**src/rtl/sram_arbiter.sv**
```systemverilog
// Arbitrates one single-port SRAM between the I2C slave (port A) and a local host (port B).
// A writes are captured into a one-deep buffer and always win; A reads and B requests round-robin.
module sram_arbiter #(
  parameter int ADDR_W = 4,
  parameter int DATA_W = 8
) (
  input  logic              i_ck,
  input  logic              i_rst,
  input  logic              a_cs_n,
  input  logic              a_rw,
  input  logic [ADDR_W-1:0] a_addr,
  input  logic [DATA_W-1:0] a_wdata,
  output logic [DATA_W-1:0] a_rdata,
  output logic              a_ovf,
  input  logic              b_req,
  input  logic              b_we,
  input  logic [ADDR_W-1:0] b_addr,
  input  logic [DATA_W-1:0] b_wdata,
  output logic              b_gnt,
  output logic [DATA_W-1:0] b_rdata,
  output logic              b_rvalid,
  output logic              mem_cs_n,
  output logic              mem_we_n,
  output logic [ADDR_W-1:0] mem_addr,
  output logic [DATA_W-1:0] mem_wdata,
  input  logic [DATA_W-1:0] mem_rdata
);

  typedef enum logic [1:0] {
    ST_IDLE = 2'd0,
    ST_ACC  = 2'd1,
    ST_DATA = 2'd2
  } state_e;

  state_e              state_q, state_d;
  logic                rr_q, rr_d;           // 1: B has the next round-robin turn
  logic                own_b_q, own_b_d;
  logic                rd_q, rd_d;
  logic                cs_n_q, cs_n_d;
  logic                we_n_q, we_n_d;
  logic [ADDR_W-1:0]   addr_q, addr_d;
  logic [DATA_W-1:0]   wdata_q, wdata_d;
  logic [DATA_W-1:0]   a_rdata_q, a_rdata_d;
  logic [DATA_W-1:0]   b_rdata_q, b_rdata_d;
  logic                b_gnt_q, b_gnt_d;
  logic                b_rvalid_q, b_rvalid_d;
  logic                ovf_q, ovf_d;
  logic                buf_vld_q, buf_vld_d;
  logic [ADDR_W-1:0]   buf_addr_q, buf_addr_d;
  logic [DATA_W-1:0]   buf_data_q, buf_data_d;
  logic                a_cs_n_q, a_rw_q;

  logic                a_wr_evt_s;
  logic                a_rd_req_s;
  logic                win_b_s;
  logic                drain_s;

  // A write strobe fires only on entry into the write condition, so a held strobe is captured once.
  assign a_wr_evt_s = !a_cs_n && !a_rw && (a_cs_n_q || a_rw_q);
  assign a_rd_req_s = !a_cs_n && a_rw;
  assign win_b_s    = b_req && (!a_rd_req_s || rr_q);

  // Next-state and registered-output logic of the access sequencer.
  always_comb begin
    state_d    = state_q;
    rr_d       = rr_q;
    own_b_d    = own_b_q;
    rd_d       = rd_q;
    cs_n_d     = 1'b1;
    we_n_d     = 1'b1;
    addr_d     = addr_q;
    wdata_d    = wdata_q;
    a_rdata_d  = a_rdata_q;
    b_rdata_d  = b_rdata_q;
    b_gnt_d    = 1'b0;
    b_rvalid_d = 1'b0;
    drain_s    = 1'b0;
    case (state_q)
      ST_IDLE: begin
        if (buf_vld_q) begin
          drain_s = 1'b1;
          cs_n_d  = 1'b0;
          we_n_d  = 1'b0;
          addr_d  = buf_addr_q;
          wdata_d = buf_data_q;
          own_b_d = 1'b0;
          rd_d    = 1'b0;
          state_d = ST_ACC;
        end else if (a_rd_req_s || b_req) begin
          rr_d    = !win_b_s;
          cs_n_d  = 1'b0;
          own_b_d = win_b_s;
          b_gnt_d = win_b_s;
          state_d = ST_ACC;
          if (win_b_s) begin
            we_n_d  = !b_we;
            addr_d  = b_addr;
            wdata_d = b_wdata;
            rd_d    = !b_we;
          end else begin
            we_n_d  = 1'b1;
            addr_d  = a_addr;
            rd_d    = 1'b1;
          end
        end else begin
          state_d = ST_IDLE;
        end
      end
      ST_ACC: begin
        if (rd_q) begin
          state_d = ST_DATA;
        end else begin
          state_d = ST_IDLE;
        end
      end
      ST_DATA: begin
        state_d = ST_IDLE;
        if (own_b_q) begin
          b_rdata_d  = mem_rdata;
          b_rvalid_d = 1'b1;
        end else begin
          a_rdata_d  = mem_rdata;
        end
      end
      default: begin
        state_d = ST_IDLE;
      end
    endcase
  end

  // A write buffer: a capture while full and not draining overwrites and flags overflow.
  always_comb begin
    buf_vld_d  = buf_vld_q && !drain_s;
    buf_addr_d = buf_addr_q;
    buf_data_d = buf_data_q;
    ovf_d      = ovf_q;
    if (a_wr_evt_s) begin
      buf_vld_d  = 1'b1;
      buf_addr_d = a_addr;
      buf_data_d = a_wdata;
      if (buf_vld_q && !drain_s) begin
        ovf_d = 1'b1;
      end else begin
        ovf_d = ovf_q;
      end
    end else begin
      buf_addr_d = buf_addr_q;
    end
  end

  // State and output registers with synchronous reset.
  always_ff @(posedge i_ck) begin
    if (i_rst) begin
      state_q    <= ST_IDLE;
      rr_q       <= 1'b0;
      own_b_q    <= 1'b0;
      rd_q       <= 1'b0;
      cs_n_q     <= 1'b1;
      we_n_q     <= 1'b1;
      addr_q     <= {ADDR_W{1'b0}};
      wdata_q    <= {DATA_W{1'b0}};
      a_rdata_q  <= {DATA_W{1'b0}};
      b_rdata_q  <= {DATA_W{1'b0}};
      b_gnt_q    <= 1'b0;
      b_rvalid_q <= 1'b0;
      ovf_q      <= 1'b0;
      buf_vld_q  <= 1'b0;
      buf_addr_q <= {ADDR_W{1'b0}};
      buf_data_q <= {DATA_W{1'b0}};
      a_cs_n_q   <= 1'b1;
      a_rw_q     <= 1'b1;
    end else begin
      state_q    <= state_d;
      rr_q       <= rr_d;
      own_b_q    <= own_b_d;
      rd_q       <= rd_d;
      cs_n_q     <= cs_n_d;
      we_n_q     <= we_n_d;
      addr_q     <= addr_d;
      wdata_q    <= wdata_d;
      a_rdata_q  <= a_rdata_d;
      b_rdata_q  <= b_rdata_d;
      b_gnt_q    <= b_gnt_d;
      b_rvalid_q <= b_rvalid_d;
      ovf_q      <= ovf_d;
      buf_vld_q  <= buf_vld_d;
      buf_addr_q <= buf_addr_d;
      buf_data_q <= buf_data_d;
      a_cs_n_q   <= a_cs_n;
      a_rw_q     <= a_rw;
    end
  end

  assign a_rdata   = a_rdata_q;
  assign a_ovf     = ovf_q;
  assign b_gnt     = b_gnt_q;
  assign b_rdata   = b_rdata_q;
  assign b_rvalid  = b_rvalid_q;
  assign mem_cs_n  = cs_n_q;
  assign mem_we_n  = we_n_q;
  assign mem_addr  = addr_q;
  assign mem_wdata = wdata_q;

endmodule

```
**config.mk**
```make
export PLATFORM = sky130hd
export DESIGN_NAME = sram_arbiter
export DESIGN_NICKNAME = d
export VERILOG_FILES = /design/src/rtl/sram_arbiter.sv
export SDC_FILE = /design/constraint.sdc
export NUM_CORES = 1
export LEC_CHECK = 0
export CORE_ASPECT_RATIO = 0.5
export CORE_UTILIZATION = 48
export DETAILED_ROUTE_END_ITERATION = 12
export GPL_TIMING_DRIVEN = 0
export MAX_ROUTING_LAYER = met4
export PLACE_DENSITY = 0.84
export SLEW_MARGIN = 0
export SYNTH_ARGS = -nofsm -noshare
export SYNTH_HDL_FRONTEND = slang
export SYNTH_SLANG_ARGS = --single-unit
```
**constraint.sdc**
```tcl
create_clock -name i_ck -period 2.4 [get_ports i_ck]
set_clock_uncertainty 0.15 [all_clocks]
set_input_delay 0.72 -clock i_ck [delete_from_list [all_inputs] [get_ports i_ck]]
set_output_delay 0.72 -clock i_ck [all_outputs]
set_load 0.05 [all_outputs]
```
# --- Word level (Yosys, flattened, before mapping) ---
# Cells that the tools add are included.
op_classes:
  eq_ne: 2
  mux: 23
  bitwise: 5
  reduce_logical: 26
ops:
  columns: ["op", "count"]
  rows:
  - ["2-to-1 mux 8 bit", 3]
  - ["2-to-1 mux 1 bit", 15]
  - ["2-to-1 mux 4 bit", 3]
  - ["AND reduction 2 bit", 4]
  - ["logical NOT 1 bit", 6]
  - ["AND reduction 3 bit", 2]
  - ["logical AND 1 bit", 5]
  - ["inverter 1 bit", 5]
  - ["case mux 2 bit (2 select lines)", 1]
  - ["nonzero test 2 bit", 2]
  - ["OR reduction 2 bit", 2]
  - ["OR reduction 4 bit", 1]
  - ["logical OR 1 bit", 3]
  - ["equality test 2 x 1 -> 1 bit, second input constant", 1]
  - ["equality test 2 bit, second input constant", 1]
  - ["logical NOT 2 bit", 1]
  - ["2-to-1 mux 2 bit", 1]
word_totals:
  reg_bits: 53
  out_inout_bits: 33
  elab_cells: 74

# --- Depth between registers and ports, before layout ---
depth:
  word_depth: 8
  mapped_depth: 6
  ltp_nobuf: 4

# --- Worst setup path after synthesis ---
# OpenSTA, ideal clock, no wires.
synth_path:
  path_type: "input -> register"
  startpoint: "in b_req"
  endpoint: "reg wdata_q[3], in the netlist mem_wdata[3]"
  setup_time_ps: 79
  arrival_time_ps: 1693
  setup_slack_ps: 477
  cell_stages: 6
  path_cell_list: "buf_2 nor2_1 a211oi_4 buf_6 nor2_1 a211oi_2"
synth_via:
  elab_chain_cells: 3
synth_rtl:
  columns: ["element", "line", "source"]
  rows:
  - ["start: declaration", "15", "input logic b_req,"]
  - ["logical AND 1 bit / logical OR 1 bit (equally long branches)", "61, 89", null]
  - ["nonzero test 2 bit (no line)", null, null]
  - ["AND reduction 3 bit (no line) *", null, null]
  - ["end signal: assignment", "161", "wdata_q <= {DATA_W{1'b0}};"]
  - ["end signal: assignment", "180", "wdata_q <= wdata_d;"]
  - ["end: declaration", "42", "logic [DATA_W-1:0] wdata_q, wdata_d;"]
# Mark *: on every way between the ends. The rest lies on a longest branch, timed or not.
# A chain may end at the register's enable or synchronous reset.

# --- Final worst setup path ---
layout_path:
  startpoint: "reg wdata_q[1], in the netlist mem_wdata[1]"
  endpoint: "out mem_wdata[1]"
layout_lines:
  columns: ["element", "line", "source"]
  rows:
  - ["end: declaration", "25", "output logic [DATA_W-1:0] mem_wdata,"]
# No word-level cell between the ends.

==> results_dict.tcl <==
set metrics [dict create \
    crit_buf_inv 1 \
    pre_cts_ws_ns -0.286 \
    yosysSeqAreaShare_pct 51.5 \
    num_io_pins 71 \
    drv_cap 0 \
    ys_seq_elements 53 \
    syn_nets 240 \
    dp_hpwl_um 3560 \
    routedWlPerCell_um 14.4 \
    fmax_mhz 427 \
    io_buffers 68 \
    wl_um 4790 \
    clk_path_buf_depth 2 \
    crit_chain "clkdlybuf4s50_1" \
    diodes 0 \
    start_util_pct 51.4 \
    syn_inst 202 \
    critPathKind "flop to output port" \
    synth_cell_types 35 \
    place.gp.congestion 0.756 \
    drt.antenna.violating_nets 0 \
    grt.total_usage_pct 23.1 \
    slew_viol_final 0 \
    required_ns 1.53 \
    period_needed_ns 2.34 \
    die_x_um 94.6 \
    grtUsageMet2_pct 38.6 \
    drt-vias-per-instance 5.17 \
    min_from "rd_q" \
    static-leakage-power_uw 0.00112 \
    numCtsBuffers 5 \
    first_pass_iters 4 \
    grt_pass1_wl_um 7860 \
    p_per_area_mw_per_mm2 634 \
    crit_path_max_incr_delay_ns 0.81 \
    coreArea_mm2 0.00400 \
    slowest_stage "clkdlybuf4s50_1" \
    crit_start "mem_wdata[1]" \
    startpoint_type "flop" \
    grt_pass1_vias 1732 \
    crit_family "buffers and inverters" \
    hold_ws_ns 0.320 \
    r2r_start "state_q[1]" \
    final_cell_mix "clkdlybuf4s50_1, dfxtp_1, nor2_1" \
    grt_max_degree 16 \
    htreeDepth 2 \
    cts.sinks 53 \
    drt_iter0_markers 44 \
    irDropWorstVdd_mv 0.384 \
    drc 0 \
    gr-usage-met3_pct 5.97 \
    die-area_mm2 0.00457 \
    dr_total_vias 1717 \
    cp-end-kind "output port" \
    synth_top_cells_by_area "dfxtp_1, mux2i_1, nor2_1" \
    mostFrequentLayoutCell "clkdlybuf4s50_1" \
    ys_warn_count 0 \
    cp_max_fo 2 \
    final_util_pct 72.4 \
    drive_gt1_share_pct 8.27 \
    globalRouteOverflowTotal 0 \
    cts_tree "done" \
    synth_top_area_share_pct 51.5 \
    nets 315 \
    insertion_delay_ns 0.31 \
    post-route-period-util_pct 97.7 \
    cts_setup_buffers 0 \
    synth_area_leader_cell "dfxtp_1" \
    avgSynthCellArea_um2 10.2 \
    rsz0062_at_grt "yes" \
    root_buffer "clkbuf_8" \
    setup_viol 0 \
    antenna_found_initial 0 \
    critPathArrivalTime_ns 1.47 \
    num_rows 16 \
    layout_setup_ws_ns 0.0561 \
    relSlewSlack_pct 61.5 \
    clk_pin_slew_worst_paths_ns 0.09 \
    hp-class "flop to flop" \
    syn_area_mm2 0.00206 \
    status "finished clean" \
    die_h_um 48.3 \
    area_growth_pct 40.7 \
    timing.final.hold_violations 0 \
    worstMarginPinSlew_ns 0.578 \
    grtUsageMet1_pct 26.0 \
    grt-busiest-layer "met2" \
]
path summary, 6_finish.rpt:
path             endpoint  slack (ns)  cells after the start
max          mem_wdata[1]        0.06                      1
min                  rd_q        0.32                      2
max reg2reg  mem_wdata[7]        0.64                      5
min reg2reg          rd_q        0.32                      2
cell families (layout without fill, tap and decap cells):
logic type             after synthesis  in the layout  share of synthesized area, %
buffers and inverters               16             92                          4.01
DFF                                 53             53                          51.5
AOI/OAI and AO/OA                   27             27                          11.5
and+or+nand+nor                     69             69                          14.9
muxes                               37             37                          18.0
timing repair:
item                                   in CTS  in global routing
endpoints found under the hold margin       0                  0
hold buffers                                0                  0
setup endpoints to repair                   0                  8
gates resized for setup                     0                  1
cell usage after synthesis, drive strengths merged:
cell type / n
dfxtp: 53
nor2: 49
mux2i: 37
a211oi: 9
buf: 9
clkbuf: 6
nand2: 6
a311oi: 4
a32oi: 4
a21oi: 3
or2: 3
a31oi: 2
nor3: 2
a2bb2oi: 1
a31o: 1
and2b: 1
inv: 1
nand2b: 1
nand3b: 1
nor2b: 1
nor3b: 1
nor4: 1
nor4bb: 1
o21ai: 1
o31a: 1
o31ai: 1
or3: 1
or3b: 1
area by class of cell:
type | instances | area, um2
Buffer | 15 | 78.8
Sequential cell | 53 | 1060
Clock buffer | 7 | 76.3
Fill cell | 319 | 1110
Multi-Input combinational cell | 133 | 922
Tap cell | 54 | 67.6
Inverter | 1 | 3.75
Timing Repair Buffer | 68 | 681
Clock inverter | 1 | 7.51
routing by layer:
metal,vias to the layer above,part of all wire (%)
li1,855,-
met1,802,44
met2,46,48
met3,14,4.8
met4,0,2.5
met5,-,0
per-stage QoR:
step	power [uW]	setup TNS, ns	area [um2]	cells
6_report	1840	0	2900	332
5_1_grt	1920	-0.00343	2900	332
4_1_cts	1850	0	2890	332
3_5_place_dp	1370	-4.23	2810	324
3_3_place_gp	1360	-3.53	2810	324
2_1_floorplan	1210	0	2060	202
registers in the layout (all words and copies together) (netlist names), 2 cells and up:
register    cells
a_rdata         8
b_rdata         8
buf_addr_q      4
buf_data_q      8
mem_addr        4
mem_wdata       8
state_q         2
power breakdown:
| part | internal (uW) | switching, uW | leakage [uW] |
|---|---|---|---|
| sequential | 926 | 25.5 | 0.000434 |
| combinational | 170 | 227 | 0.000644 |
| clock | 207 | 282 | 0.0000385 |
| total | 1300 | 534 | 0.00112 |
(Power assumes the default switching activity.)
